--- config.mk ---
export PLATFORM = sky130hd
export DESIGN_NAME = digit_scan_display
export DESIGN_NICKNAME = d
export VERILOG_FILES = /design/src/rtl/disp_pkg.sv /design/src/rtl/seg7_decode.sv /design/src/rtl/digit_scan_display.sv
export SDC_FILE = /design/constraint.sdc
export NUM_CORES = 1
export LEC_CHECK = 0
export BUFFER_PORTS_ARGS = -buffer_cell sky130_fd_sc_hd__buf_4
export CAP_MARGIN = 20
export CORE_MARGIN = 1
export CORE_UTILIZATION = 53
export DETAILED_ROUTE_END_ITERATION = 6
export PLACE_DENSITY_LB_ADDON = 0.2
export SYNTH_ARGS = -nofsm -noshare
export SYNTH_HDL_FRONTEND = slang
export SYNTH_SLANG_ARGS = --single-unit
--- constraint.sdc ---
create_clock -name clk -period 1.8 [get_ports clk]
set_input_delay 0 -clock clk [delete_from_list [all_inputs] [get_ports clk]]
set_output_delay 0 -clock clk [all_outputs]
set_load 0.1 [all_outputs]
--- src/rtl/disp_pkg.sv ---
// Shared constants and types for the 7-segment display blocks.
// Glyphs are active-low, bit order {g,f,e,d,c,b,a}.
package disp_pkg;

    localparam logic [6:0] GLYPH_0     = 7'b1000000;
    localparam logic [6:0] GLYPH_1     = 7'b1111001;
    localparam logic [6:0] GLYPH_2     = 7'b0100100;
    localparam logic [6:0] GLYPH_3     = 7'b0110000;
    localparam logic [6:0] GLYPH_4     = 7'b0011001;
    localparam logic [6:0] GLYPH_5     = 7'b0010010;
    localparam logic [6:0] GLYPH_6     = 7'b0000010;
    localparam logic [6:0] GLYPH_7     = 7'b1111000;
    localparam logic [6:0] GLYPH_8     = 7'b0000000;
    localparam logic [6:0] GLYPH_9     = 7'b0010000;
    localparam logic [6:0] GLYPH_DASH  = 7'b0111111;
    localparam logic [6:0] GLYPH_BLANK = 7'b1111111;

    localparam logic [3:0] NIBBLE_BLANK = 4'hF;
    localparam int unsigned NUM_DIGITS  = 4;

    typedef logic [1:0] digit_idx_t;

endpackage

--- src/rtl/seg7_decode.sv ---
// Combinational nibble to active-low 7-segment glyph; 10..14 render as a dash.
module seg7_decode
    import disp_pkg::*;
(
    input  logic [3:0] nibble_i,
    output logic [6:0] glyph_o
);

    always_comb begin
        glyph_o = GLYPH_DASH;
        case (nibble_i)
            4'd0:         glyph_o = GLYPH_0;
            4'd1:         glyph_o = GLYPH_1;
            4'd2:         glyph_o = GLYPH_2;
            4'd3:         glyph_o = GLYPH_3;
            4'd4:         glyph_o = GLYPH_4;
            4'd5:         glyph_o = GLYPH_5;
            4'd6:         glyph_o = GLYPH_6;
            4'd7:         glyph_o = GLYPH_7;
            4'd8:         glyph_o = GLYPH_8;
            4'd9:         glyph_o = GLYPH_9;
            NIBBLE_BLANK: glyph_o = GLYPH_BLANK;
            default:      glyph_o = GLYPH_DASH;
        endcase
    end

endmodule

--- src/rtl/digit_scan_display.sv ---
// Four-digit time-multiplexed countdown display with per-channel blink and
// frame-aligned input snapshot so a digit pair never tears mid-scan.
module digit_scan_display
    import disp_pkg::*;
#(
    parameter int unsigned SCAN_DIV  = 50000,
    parameter int unsigned BLINK_DIV = 12500000,
    parameter int unsigned GUARD     = 2
) (
    input  logic       clk,
    input  logic       rst_n,
    input  logic [7:0] sec0,
    input  logic       flicker0,
    input  logic [7:0] sec1,
    input  logic       flicker1,
    output logic [3:0] an,
    output logic [6:0] seg,
    output logic       blink_phase
);

    localparam int unsigned ScanW  = (SCAN_DIV > 1) ? $clog2(SCAN_DIV) : 1;
    localparam int unsigned BlinkW = (BLINK_DIV > 1) ? $clog2(BLINK_DIV) : 1;
    localparam logic [ScanW-1:0]  ScanMax  = ScanW'(SCAN_DIV - 1);
    localparam logic [BlinkW-1:0] BlinkMax = BlinkW'(BLINK_DIV - 1);

    logic [ScanW-1:0]  scan_cnt_q, scan_cnt_d;
    digit_idx_t        digit_idx_q, digit_idx_d;
    logic [BlinkW-1:0] blink_cnt_q, blink_cnt_d;
    logic              blink_phase_q, blink_phase_d;
    logic [7:0]        snap_sec0_q, snap_sec0_d;
    logic [7:0]        snap_sec1_q, snap_sec1_d;
    logic              snap_flk0_q, snap_flk0_d;
    logic              snap_flk1_q, snap_flk1_d;
    logic [3:0]        an_q, an_d;
    logic [6:0]        seg_q, seg_d;

    logic       scan_wrap;
    logic       blink_wrap;
    logic       frame_end;
    logic [7:0] sel_sec;
    logic       sel_flk;
    logic [3:0] sel_nibble;
    logic [6:0] sel_glyph;

    seg7_decode u_seg7_decode (
        .nibble_i (sel_nibble),
        .glyph_o  (sel_glyph)
    );

    always_comb begin
        scan_wrap   = (scan_cnt_q == ScanMax);
        scan_cnt_d  = scan_wrap ? '0 : scan_cnt_q + 1'b1;
        digit_idx_d = scan_wrap ? digit_idx_q + 2'd1 : digit_idx_q;
        frame_end   = scan_wrap && (digit_idx_q == digit_idx_t'(NUM_DIGITS - 1));

        blink_wrap    = (blink_cnt_q == BlinkMax);
        blink_cnt_d   = blink_wrap ? '0 : blink_cnt_q + 1'b1;
        blink_phase_d = blink_phase_q ^ blink_wrap;

        snap_sec0_d = frame_end ? sec0     : snap_sec0_q;
        snap_sec1_d = frame_end ? sec1     : snap_sec1_q;
        snap_flk0_d = frame_end ? flicker0 : snap_flk0_q;
        snap_flk1_d = frame_end ? flicker1 : snap_flk1_q;

        // digit_idx[1] selects the channel, digit_idx[0] selects tens over ones
        sel_sec    = digit_idx_q[1] ? snap_sec1_q : snap_sec0_q;
        sel_flk    = digit_idx_q[1] ? snap_flk1_q : snap_flk0_q;
        sel_nibble = digit_idx_q[0] ? sel_sec[7:4] : sel_sec[3:0];

        an_d  = 4'b1111;
        seg_d = GLYPH_BLANK;
        if (32'(scan_cnt_q) >= GUARD) begin
            an_d = ~(4'b0001 << digit_idx_q);
            if (!(sel_flk && blink_phase_q)) begin
                seg_d = sel_glyph;
            end
        end
    end

    always_ff @(posedge clk) begin
        if (!rst_n) begin
            scan_cnt_q    <= '0;
            digit_idx_q   <= '0;
            blink_cnt_q   <= '0;
            blink_phase_q <= 1'b0;
            snap_sec0_q   <= 8'hFF;
            snap_sec1_q   <= 8'hFF;
            snap_flk0_q   <= 1'b0;
            snap_flk1_q   <= 1'b0;
            an_q          <= 4'b1111;
            seg_q         <= GLYPH_BLANK;
        end else begin
            scan_cnt_q    <= scan_cnt_d;
            digit_idx_q   <= digit_idx_d;
            blink_cnt_q   <= blink_cnt_d;
            blink_phase_q <= blink_phase_d;
            snap_sec0_q   <= snap_sec0_d;
            snap_sec1_q   <= snap_sec1_d;
            snap_flk0_q   <= snap_flk0_d;
            snap_flk1_q   <= snap_flk1_d;
            an_q          <= an_d;
            seg_q         <= seg_d;
        end
    end

    assign an          = an_q;
    assign seg         = seg_q;
    assign blink_phase = blink_phase_q;

endmodule

# Word level (Yosys, flattened, before mapping)
# Memory sizes are Yosys's and may differ from the RTL's. A register that Yosys moved wholly into a read port is not among the register bits.
# Index checks and enable logic that the tools add are counted.
[classes] add_sub_neg=3 magnitude_cmp=1 n_eq_ne=3 shifts=1 n_mux=3 bitwise_logic=4 n_reduce_logical=6
[op_table] op="$add A24 B1 Y24 const B" n=1
[op_table] op="$eq A24 B24 Y1 const B" n=1
[op_table] op="$add A16 B1 Y16 const B" n=1
[op_table] op="$eq A16 B16 Y1 const B" n=1
[op_table] op="$ge A16 B2 Y1 const B" n=1
[op_table] op="$mux W8" n=1
[op_table] op="$mux W4" n=1
[op_table] op="$not A4 Y4" n=1
[op_table] op="$reduce_or A2 Y1" n=2
[op_table] op="$shl A1 B2 Y4 const A" n=1
[op_table] op="$reduce_or A3 Y1" n=1
[op_table] op="$add A2 B1 Y2 const B" n=1
[op_table] op="$eq A2 B2 Y1 const B" n=1
[op_table] op="$logic_and A1 B1 Y1" n=2
[op_table] op="$not A1 Y1" n=2
[op_table] op="$reduce_and A2 Y1" n=1
[op_table] op="$mux W1" n=1
[op_table] op="$xor A1 B1 Y1" n=1
[totals] ff_bits=65 rom_bits=112 inputBits=20 out_inout_bits=12 mem_count=1
[memory_table] name="(name not given)" words=16 width=7 rd=1 rd_clocked_by_memory_dff=1 wr=0 line="seg7_decode.sv:11" rtl="case (nibble_i)"

# Depth between registers and ports, before layout
# Gate-level depths: netlist of the first run.
[depth] depth_word=3 depth_mapped=7 ltp_nobuf=6

# Modules after synthesis
# A second synthesis of the first run with hierarchy kept.
[hier_totals] hier_cells=381 hier_area_um2=3422.0
[by_module_without_submodules] mod="digit_scan_display" instances=1 cells_per_inst=351 area_per_inst_um2=3195.6 seq_area_each_um2=1441.4
[by_module_without_submodules] mod="seg7_decode" instances=1 cells_per_inst=30 area_per_inst_um2=226.5 seq_area_each_um2=0.0

# Worst setup path after synthesis of the first run
# OpenSTA, ideal clock, no wires.
[synth_path] path_kind="reg2reg" startpoint="reg digit_idx_q[0]" endpoint="reg seg_q[3] (netlist: seg[3])" arrival_ps=1758 required_time_ps=1675 setup_slack_ps=-83 stages_incl_launch_ff=7 n_path_buf=1 synth_period_minus_slack_ps=1883 cell_sequence="dfxtp_1 buf_2 mux4_2 ha_1 or2_2 a21oi_1 o21ai_0"
[synth_via] elab_chain_cells=1
[synth_rtl] item="start: declaration" line="digit_scan_display.sv:27" rtl="digit_idx_t digit_idx_q, digit_idx_d;"
[synth_rtl] item="start signal: assignment" line="digit_scan_display.sv:94" rtl="digit_idx_q <= digit_idx_d;"
[synth_rtl] item="$mux W4" line="digit_scan_display.sv:68" rtl="sel_nibble = digit_idx_q[0] ? sel_sec[7:4] : sel_sec[3:0];"
[synth_rtl] item="end: declaration" line="digit_scan_display.sv:35" rtl="logic [6:0] seg_q, seg_d;"
# Every way passes these cells.
# A chain may end at the register's enable or synchronous reset.

# Worst setup path in the final report of the first run
[layout_path] startpoint="reg blink_cnt_q[8]" endpoint="reg blink_cnt_q[19]"
[layout_via] elab_chain_cells=2
[layout_rtl] item="start: declaration" line="digit_scan_display.sv:28" rtl="logic [BlinkW-1:0] blink_cnt_q, blink_cnt_d;"
[layout_rtl] item="start signal: assignment" line="digit_scan_display.sv:95" rtl="blink_cnt_q <= blink_cnt_d;"
[layout_rtl] item="parallel branches: the longest is 2 deep, another holds $add A24 B1 Y24"
# Several ways; the timed one is not identified.

==> flow_metrics.py, run 1 <==
metrics = {
    "layout": {
        "syn_to_final_growth_pct": 29.17,
        "regArea_um2": 1453,
        "mostFrequentLayoutCell": "dfxtp_1",
        "multi_input_area_um2": 1737,
        "fin_nets": 474,
        "diodes": 0,
        "drive_gt1_share_pct": 21.92,
        "fillCellCount": 456,
        "final_cell_mix": "65 x dfxtp_1, 56 x buf_4, 47 x nand3_1, 33 x nor2_1, 30 x o21ai_0",
    },
    "clocking": {
        "clk_path_buf_depth": 2,
        "path_clk_slew_ps": 80,
        "clkSinkCount": 72,
        "cts_buffers": 9,
        "cts_tree": "yes",
        "clkLatencyLatePin_ps": 340,
        "root_buffer": "clkbuf_8",
        "cts_htree_levels": 3,
    },
    "timing": {
        "fmax_mhz": 572.4,
        "finClkSkew_ps": 5.888,
        "finalSetupViolCount": 0,
        "finalHoldViolCount": 0,
        "rsz0062_at_grt": "true",
        "period_needed_ps": 1747,
        "finalSetupTns_ps": 0,
        "maxSlewViolCount": 0,
        "worst_hold_slack_ps": 434.1,
        "relSlewSlack_pct": 69.75,
        "worst_slew_pin_slew_ps": 453.2,
        "finalCritPeriodShare_pct": 97.06,
    },
    "pwr": {
        "vdd.ir_drop.worst_uv": 606.0,
        "power.total_w": 0.003242,
        "combPwrFrac_pct": 5.3,
        "p_per_area_nw_per_um2": 767.8,
        "power.static_leakage_nw": 1.562,
        "switching_share_pct": 22.43,
        "pwr-share-clk_pct": 44.9,
        "p_sw_w": 0.0007271,
        "seqPwrFrac_pct": 49.9,
        "p_int_w": 0.002514,
    },
    "setup_path": {
        "max_stage_delay_ps": 610,
        "start_kind": "flip-flop",
        "critPathKind": "reg -> reg",
        "critical-path-slowest-cell": "or4_4",
        "path_cells": "nand4_1, or4_4, or4_1, a21oi_1",
        "cp.arrival_ps": 2020,
        "cp_max_fo": 8,
        "endpoint_kind": "flip-flop",
        "worstPathRequired_ps": 2080,
    },
    "drt": {
        "routed_wl_mm": 7.746,
        "drc": 0,
        "drt_iter0_drc": 165,
        "avgViaCountPerCell": 5.693,
        "firstDrtPassIters": 5,
        "vias": 2972,
        "routedWlPerCell_um": 14.84,
        "antenna_left": 0,
    },
    "synth": {
        "synthDominantCellAreaShare_pct": 44.10,
        "synth_async_sr_flop_share_pct": 0,
        "synth-edff-count": 0,
        "yosys_warnings": 0,
        "synth-seq-cells": 72,
        "synth_area_um2": 3268,
        "syn_inst": 373,
        "ys_top_cells_by_area": "dfxtp_1 44%, nand3_1 7.2%, o21ai_0 4.7%",
        "yosysSeqAreaShare_pct": 44.10,
        "syn_nets": 405,
        "yosysUniqueCellTypes": 42,
        "avgSynthCellArea_um2": 8.762,
        "yosysTopAreaCell": "dfxtp_1",
        "ys.flop_type": "dfxtp_1",
    },
    "placed_design": {
        "io_buffers": 31,
        "gp_congestion": 0.8179,
        "hpwlAfterDp_mm": 4.816,
    },
    "floorplanning": {
        "core_region_area_um2": 5921,
        "chipWidth_um": 80.53,
        "rows": 28,
        "pin_count": 32,
        "start_util_pct": 55.20,
        "fp.dieH_um": 80.53,
        "die_area_um2": 6484,
    },
    "global_route": {
        "grt_max_degree": 25,
        "grt_remaining_overflow": 0,
        "grt_pass1_wl_mm": 11.93,
        "grtUsageTotal_pct": 24.02,
        "grt_pass1_vias": 2706,
        "grt_antenna_before_repair": 0,
    },
    "hold_path": {
        "min_path_type": "in -> reg",
    },
    "run": {
        "drv_cap": 0,
    },
    "run_status": {
        "outcome": "complete, no violations",
    },
}
==> worst max-delay path, delay by kind of cell, from the launching register on <==
| kind | cells | cell delay (ps) |
|---|---|---|
| DFF | 1 | 350 |
| AOI/OAI and AO/OA | 1 | 130 |
| and+or+nand+nor | 3 | 1200 |
==> per-stage QoR <==
step | cell area (µm²) | instances | worst slack (ps) | util (%)
after floorplan | 3276 | 373 | -31.02 | -
after global placement | 3716 | 483 | 62.10 | 62.76
after detailed placement | 3716 | 483 | 17.20 | 62.76
after CTS | 4134 | 518 | 5.741 | 69.82
after global routing | 4222 | 522 | -18.16 | 71.30
final | 4222 | 522 | 52.91 | 71.30
==> cell families (layout without fill, tap and decap cells) <==
group / Yosys count / after routing / share of synthesized area, %
adder cells (fa/ha/maj): 12 / 12 / 4.594
XOR/XNOR: 24 / 24 / 6.432
multiplexers: 6 / 7 / 3.407
AO/OA/AOI/OAI: 64 / 64 / 10.80
buffers and inverters: 34 / 107 / 4.326
flip-flops: 72 / 72 / 44.10
AND/OR/NAND/NOR: 161 / 161 / 26.34
==> timing repair <==
action | in CTS | in global routing
buffers inserted | 0 | 3
hold buffers | 19 | 0
endpoints found under the hold margin | 18 | 0
endpoints found under the setup margin | 0 | 16
gates resized for setup | 0 | 17
==> area by class of cell <==
class,instances,share of cell area [%]
repair buffers,78,15.68
inverters,13,1.156
well taps,75,2.223
multi-input cells,268,41.14
flip-flops and latches,72,34.41
clock buffers,10,3.260
clock inverters,6,2.134
==> power groups by stage <==
stage | sequential, W | combinational (W) | clock, W
2_1_floorplan | 0.00167 | 0.0000564 | 0
3_3_place_gp | 0.00166 | 0.000131 | 0
3_5_place_dp | 0.00166 | 0.000132 | 0
4_1_cts | 0.00162 | 0.000166 | 0.00147
5_1_grt | 0.00162 | 0.000184 | 0.00155
6_report | 0.00162 | 0.000171 | 0.00145
==> routing by layer <==
metal	part of all wire [%]	vias to the layer above	wire (µm)	track usage (%)
li1	-	1479	-	-
met1	45	1396	3495	29.26
met2	47	77	3671	40.08
met3	5.3	20	414	6.250
met4	2.1	0	165	9.464
met5	0	-	0	0
==> synth_stat cells, drive strengths merged (3+ instances only) <==
cell type  count
a21oi         21
and2           3
and3           3
and4           8
buf            4
clkbuf        17
dfxtp         72
ha            12
inv           13
mux4           4
nand2         20
nand3         48
nand4         16
nor2          33
nor3           3
nor4           4
o21ai         32
o31ai          6
or3            9
or4            7
xnor2         12
xor2          12
==> final timing paths <==
check	start	to	slack (ps)	depth (start not counted)
setup / recovery	blink_cnt_q[8]$_SDFF_PP0_	blink_cnt_q[19]$_SDFF_PP0_	50	4
hold reg to reg	blink_cnt_q[0]$_SDFF_PP0_	blink_cnt_q[0]$_SDFF_PP0_	470	1
setup reg to reg	blink_cnt_q[8]$_SDFF_PP0_	blink_cnt_q[19]$_SDFF_PP0_	50	4
hold / removal	sec0[3]	snap_sec0_q[3]$_SDFFE_PN1P_	430	4
==> registers in the layout, summed over array words and instances, names as in the netlist <==
name / count
an: 4
blink_cnt_q: 24
blink_phase: 1
digit_idx_q: 2
scan_cnt_q: 16
seg: 7
snap_flk0_q: 1
snap_flk1_q: 1
snap_sec0_q: 8
snap_sec1_q: 8
Note: power is estimated with default switching activity, not from simulation.
==> run 2, diff against run 1 <==
CORE_UTILIZATION = 58   (was 53)
clock period = 1.85 ns   (was 1.8 ns; I/O delays follow)
==> run 2 against run 1 <==
Effect of this change:
- register-to-register slack got worse by 20 ps
- core utilization grew 7.4 points
- hold slack worse by 0.62 ps
- die area decreased by 8.4%
- final cell count decreased by 1.1%
==> flow_metrics.py, run 2 (synthesis results as in run 1) <==
metrics = {
    "run_status": {
        "outcome": "complete, no violations",
    },
    "clocking": {
        "clkLatencyLatePin_ps": 340,
        "root_buffer": "clkbuf_8",
        "cts_htree_levels": 3,
        "cts_buffers": 9,
        "clkSinkCount": 72,
        "clk_path_buf_depth": 2,
        "path_clk_slew_ps": 70,
        "cts_tree": "yes",
    },
    "pwr": {
        "p_int_w": 0.002440,
        "vdd.ir_drop.worst_uv": 514.0,
        "power.total_w": 0.003080,
        "pwr-share-clk_pct": 43.4,
        "combPwrFrac_pct": 5.4,
        "seqPwrFrac_pct": 51.2,
        "power.static_leakage_nw": 1.546,
        "switching_share_pct": 20.77,
        "p_sw_w": 0.0006400,
        "p_per_area_nw_per_um2": 742.7,
    },
    "floorplanning": {
        "pin_count": 32,
        "rows": 26,
        "fp.dieH_um": 77.07,
        "chipWidth_um": 77.07,
        "start_util_pct": 62.01,
        "die_area_um2": 5939,
        "core_region_area_um2": 5270,
    },
    "global_route": {
        "grt_remaining_overflow": 0,
        "grt_max_degree": 22,
        "grt_antenna_before_repair": 0,
        "grtUsageTotal_pct": 26.82,
        "grt_pass1_wl_mm": 12.65,
        "grt_pass1_vias": 2858,
    },
    "timing": {
        "maxSlewViolCount": 0,
        "rsz0062_at_grt": "true",
        "finalSetupViolCount": 0,
        "finalHoldViolCount": 0,
        "period_needed_ps": 1813,
        "relSlewSlack_pct": 67.82,
        "finalCritPeriodShare_pct": 97.98,
        "fmax_mhz": 551.7,
        "finClkSkew_ps": 9.567,
        "setup_slack_ps": 37.36,
        "worst_slew_pin_slew_ps": 478.3,
    },
    "layout": {
        "regArea_um2": 1446,
        "fin_area_um2": 4148,
        "mostFrequentLayoutCell": "dfxtp_1",
        "top_regs": "blink_cnt_q: 24 flops, scan_cnt_q: 16 flops",
        "syn_to_final_growth_pct": 26.91,
        "fin_nets": 473,
        "drive_gt1_share_pct": 20.63,
        "largest-register": "blink_cnt_q",
        "multi_input_area_um2": 1705,
        "fin_util_pct": 78.70,
        "final_cell_mix": "68 x dfxtp_1, 58 x buf_4, 47 x nand3_1, 33 x nor2_1, 30 x o21ai_0",
        "fillCellCount": 366,
        "final_cells": 516,
        "diodes": 0,
        "largest_reg_flops": 24,
    },
    "placed_design": {
        "gp_congestion": 0.8123,
        "io_buffers": 31,
        "placed_cell_area_um2": 3696,
        "hpwlAfterDp_mm": 4.992,
        "placedCellCount": 478,
        "dp_slack_ps": 37.56,
    },
    "setup_path": {
        "endpoint_kind": "flip-flop",
        "cp.arrival_ps": 2090,
        "r2r_setup_slack_ps": 40,
        "worstReg2RegStart": "blink_cnt_q[8]$_SDFF_PP0_",
        "start_kind": "flip-flop",
        "crit_start": "blink_cnt_q[8]$_SDFF_PP0_",
        "cp_max_fo": 9,
        "worstPathRequired_ps": 2130,
        "critPathKind": "reg -> reg",
    },
    "drt": {
        "drc": 0,
        "firstDrtPassIters": 4,
        "vias": 3031,
        "maxUsedRoutingLayer": "met4",
        "antenna_left": 0,
        "drt_iter0_drc": 158,
        "routed_wl_mm": 7.694,
        "avgViaCountPerCell": 5.874,
        "dr_wl_met3_um": 347,
        "routedWlPerCell_um": 14.91,
        "wl_met1_mm": 3.330,
        "route.met2.wl_mm": 3.828,
    },
    "hold_path": {
        "min_path_type": "in -> reg",
        "min-delay-start": "sec0[7]",
    },
    "run": {
        "drv_cap": 0,
    },
}
run 2: cell count changes in the layout (fill, tap and decap cells not counted), sizes merged:
cell      previous run  this run
clkbuf              10        13
inv                 15        13
clkinvlp             1         0
mux4                 5         4
run 2: timing repair:
item / in CTS / in global routing
hold buffers: 19 / 0
setup endpoints to repair: 0 / 18
resized for setup: 0 / 12
setup buffers: 0 / 3
hold endpoints to repair: 18 / 0
run 2: cell type report:
type / count / area share [%]
Clock inverter: 3 / 1.569
Timing Repair Buffer: 78 / 15.57
Tap cell: 70 / 2.112
Inverter: 13 / 1.176
Sequential cell: 72 / 34.87
Clock buffer: 13 / 3.590
Multi-Input combinational cell: 267 / 41.12
run 2: worst max-delay path, stage by stage (launching register included):
cell     delay, ps
dfxtp_2        360
nand4_1        130
or4_4          620
or4_4          500
a21oi_2        140
run 2: per-layer routing:
layer | up-vias | GRT usage (%)
met5 | - | 0
met4 | 0 | 14.53
met3 | 21 | 4.524
met2 | 96 | 45.27
met1 | 1438 | 32.46
li1 | 1476 | -
run 2: through the flow:
| stage | hold WS, ps | setup TNS (ps) |
|---|---|---|
| after floorplan | 147.7 | 0 |
| after global placement | 231.1 | 0 |
| after detailed placement | 238.8 | 0 |
| after CTS | 424.1 | 0 |
| after global routing | 469.5 | -131.8 |
| final | 433.4 | 0 |
run 2: path summary, 6_finish.rpt:
check                           endpoint  cells past startpoint
max           blink_cnt_q[23]$_SDFF_PP0_                      4
min          snap_sec0_q[7]$_SDFFE_PN1P_                      4
max reg2reg   blink_cnt_q[23]$_SDFF_PP0_                      4
min reg2reg    blink_cnt_q[0]$_SDFF_PP0_                      1
run 2: power by group through the flow:
stage	Clock, W	Combinational (W)	Sequential (W)
after floorplan	0	0.0000549	0.00163
after global placement	0	0.000126	0.00161
after detailed placement	0	0.000129	0.00161
after CTS	0.00136	0.000161	0.00158
after global routing	0.00144	0.000180	0.00158
final	0.00134	0.000166	0.00158
==> run 3, diff against run 2 <==
CORE_UTILIZATION = 42   (was 58)
clock period = 2.23 ns   (was 1.85 ns; I/O delays follow)
==> run 3 against run 2 <==
Effect of this change:
- count of clock-buffer cells in the layout decreased by 1
- final cell count increased by 1.4%
- hold slack got worse by 5.2 ps
- via count decreased by 9.8%
- flip-flop and latch count unchanged
- maximum frequency decreased by 6.1%
- global-route usage decreased by 9.9 points
- first-iteration DRC count decreased by 43%
- sequential power decreased by 17%
- core utilization decreased by 25 points
- largest power group unchanged
==> flow_metrics.py, run 3 (synthesis results as in run 1) <==
metrics = {
    "run_status": {
        "outcome": "complete, no violations",
    },
    "global_route": {
        "grt_pass1_vias": 2497,
        "grtUsageTotal_pct": 16.94,
        "grt_remaining_overflow": 0,
        "grt_max_degree": 25,
        "grt_pass1_wl_mm": 11.28,
        "grt_antenna_before_repair": 0,
    },
    "layout": {
        "fin_nets": 451,
        "largest-register": "blink_cnt_q",
        "diodes": 0,
        "top_regs": "blink_cnt_q: 24 flops, scan_cnt_q: 16 flops",
        "drive_gt1_share_pct": 14.15,
        "mostFrequentLayoutCell": "dfxtp_1",
        "final_cell_mix": "72 x dfxtp_1, 47 x nand3_1, 37 x buf_4, 33 x nor2_1, 31 x o21ai_0",
        "fin_util_pct": 53.36,
        "largest_reg_flops": 24,
        "syn_to_final_growth_pct": 20.33,
    },
    "pwr": {
        "power.static_leakage_nw": 1.418,
        "power.total_w": 0.002317,
        "vdd.ir_drop.worst_uv": 388.6,
        "p_per_area_nw_per_um2": 589.3,
    },
    "placed_design": {
        "gp_congestion": 0.7999,
        "dp_slack_ps": 311.3,
        "hpwlAfterDp_mm": 4.466,
        "io_buffers": 31,
    },
    "clocking": {
        "clkLatencyLatePin_ps": 350,
        "clkSinkCount": 72,
        "path_clk_slew_ps": 80,
        "cts_htree_levels": 3,
        "cts_buffers": 9,
        "cts_tree": "yes",
        "post-cts-setup-buffers": 0,
        "cts_resized": 0,
        "ctsHoldBuffers": 19,
        "clk_path_buf_depth": 2,
        "root_buffer": "clkbuf_8",
    },
    "setup_path": {
        "cp.arrival_ps": 2220,
        "r2r_cells": 4,
        "cp_max_fo": 11,
        "critPathKind": "reg -> reg",
        "start_kind": "flip-flop",
        "endpoint_kind": "flip-flop",
        "worstPathRequired_ps": 2520,
    },
    "floorplanning": {
        "rows": 31,
        "fp.dieH_um": 90.21,
        "pin_count": 32,
        "start_util_pct": 44.35,
        "core_region_area_um2": 7370,
        "die_area_um2": 8138,
        "chipWidth_um": 90.21,
    },
    "timing": {
        "finClkSkew_ps": 8.788,
        "finalSetupViolCount": 0,
        "rsz0062_at_grt": "false",
        "worst_slew_pin_slew_ps": 480.8,
        "fmax_mhz": 518.2,
        "relSlewSlack_pct": 67.65,
        "finalSetupTns_ps": 0,
        "finalHoldViolCount": 0,
        "period_needed_ps": 1930,
        "setup_slack_ps": 300.1,
        "maxSlewViolCount": 0,
        "finalCritPeriodShare_pct": 86.54,
    },
    "drt": {
        "routed_wl_mm": 6.537,
        "firstDrtPassIters": 4,
        "vias": 2733,
        "antenna_left": 0,
        "routedWlPerCell_um": 12.50,
        "avgViaCountPerCell": 5.226,
        "drt_iter0_drc": 90,
        "drc": 0,
    },
    "hold_path": {
        "min_path_type": "in -> reg",
        "whs_path_depth": 4,
    },
    "run": {
        "drv_cap": 0,
    },
}
==> run 3: cell type report <==
| class | count | area, µm² |
|---|---|---|
| Inverter | 13 | 48.80 |
| Tap cell | 99 | 123.9 |
| Multi-Input combinational cell | 267 | 1685 |
| Fill cell | 678 | 3437 |
| Clock buffer | 12 | 145.1 |
| Timing Repair Buffer | 56 | 467.9 |
| Clock inverter | 4 | 20.02 |
| Sequential cell | 72 | 1441 |
==> run 3: where the power goes <==
group | internal (W) | total, W | leakage [nW] | switching [W]
sequential | 0.00130 | 0.00131 | 0.582 | 0.0000121
clock | 0.000427 | 0.000882 | 0.0899 | 0.000455
combinational | 0.0000627 | 0.000126 | 0.746 | 0.0000638
==> run 3: routing by layer <==
metal	GRT usage, %	vias to the layer above	share of wire (%)
met5	0	-	0
met4	7.392	0	1.9
met3	3.638	12	2.9
met2	29.77	41	48
met1	19.73	1254	47
li1	-	1426	-
==> run 3: stage by stage <==
stage          instances  hold slack (ps)  cell area (µm²)
2_1_floorplan        373            147.7             3268
3_3_place_gp         488            233.7             3577
3_5_place_dp         488            235.0             3577
4_1_cts              523            403.9             3933
5_1_grt              523            437.3             3933
6_report             523            428.2             3933
==> run 3: critical path, cell delays in order, from the launching register on <==
cell,delay [ps]
dfxtp_1,450
nand4_1,200
or4_4,590
or4_1,500
a21oi_1,150
==> run 3: worst paths after layout <==
| kind | startpoint | to | slack (ps) |
|---|---|---|---|
| max | blink_cnt_q[5]$_SDFF_PP0_ | blink_cnt_q[19]$_SDFF_PP0_ | 300 |
| min | sec1[5] | snap_sec1_q[5]$_SDFFE_PN1P_ | 430 |
| max reg2reg | blink_cnt_q[5]$_SDFF_PP0_ | blink_cnt_q[19]$_SDFF_PP0_ | 300 |
| min reg2reg | blink_cnt_q[21]$_SDFF_PP0_ | blink_cnt_q[21]$_SDFF_PP0_ | 480 |
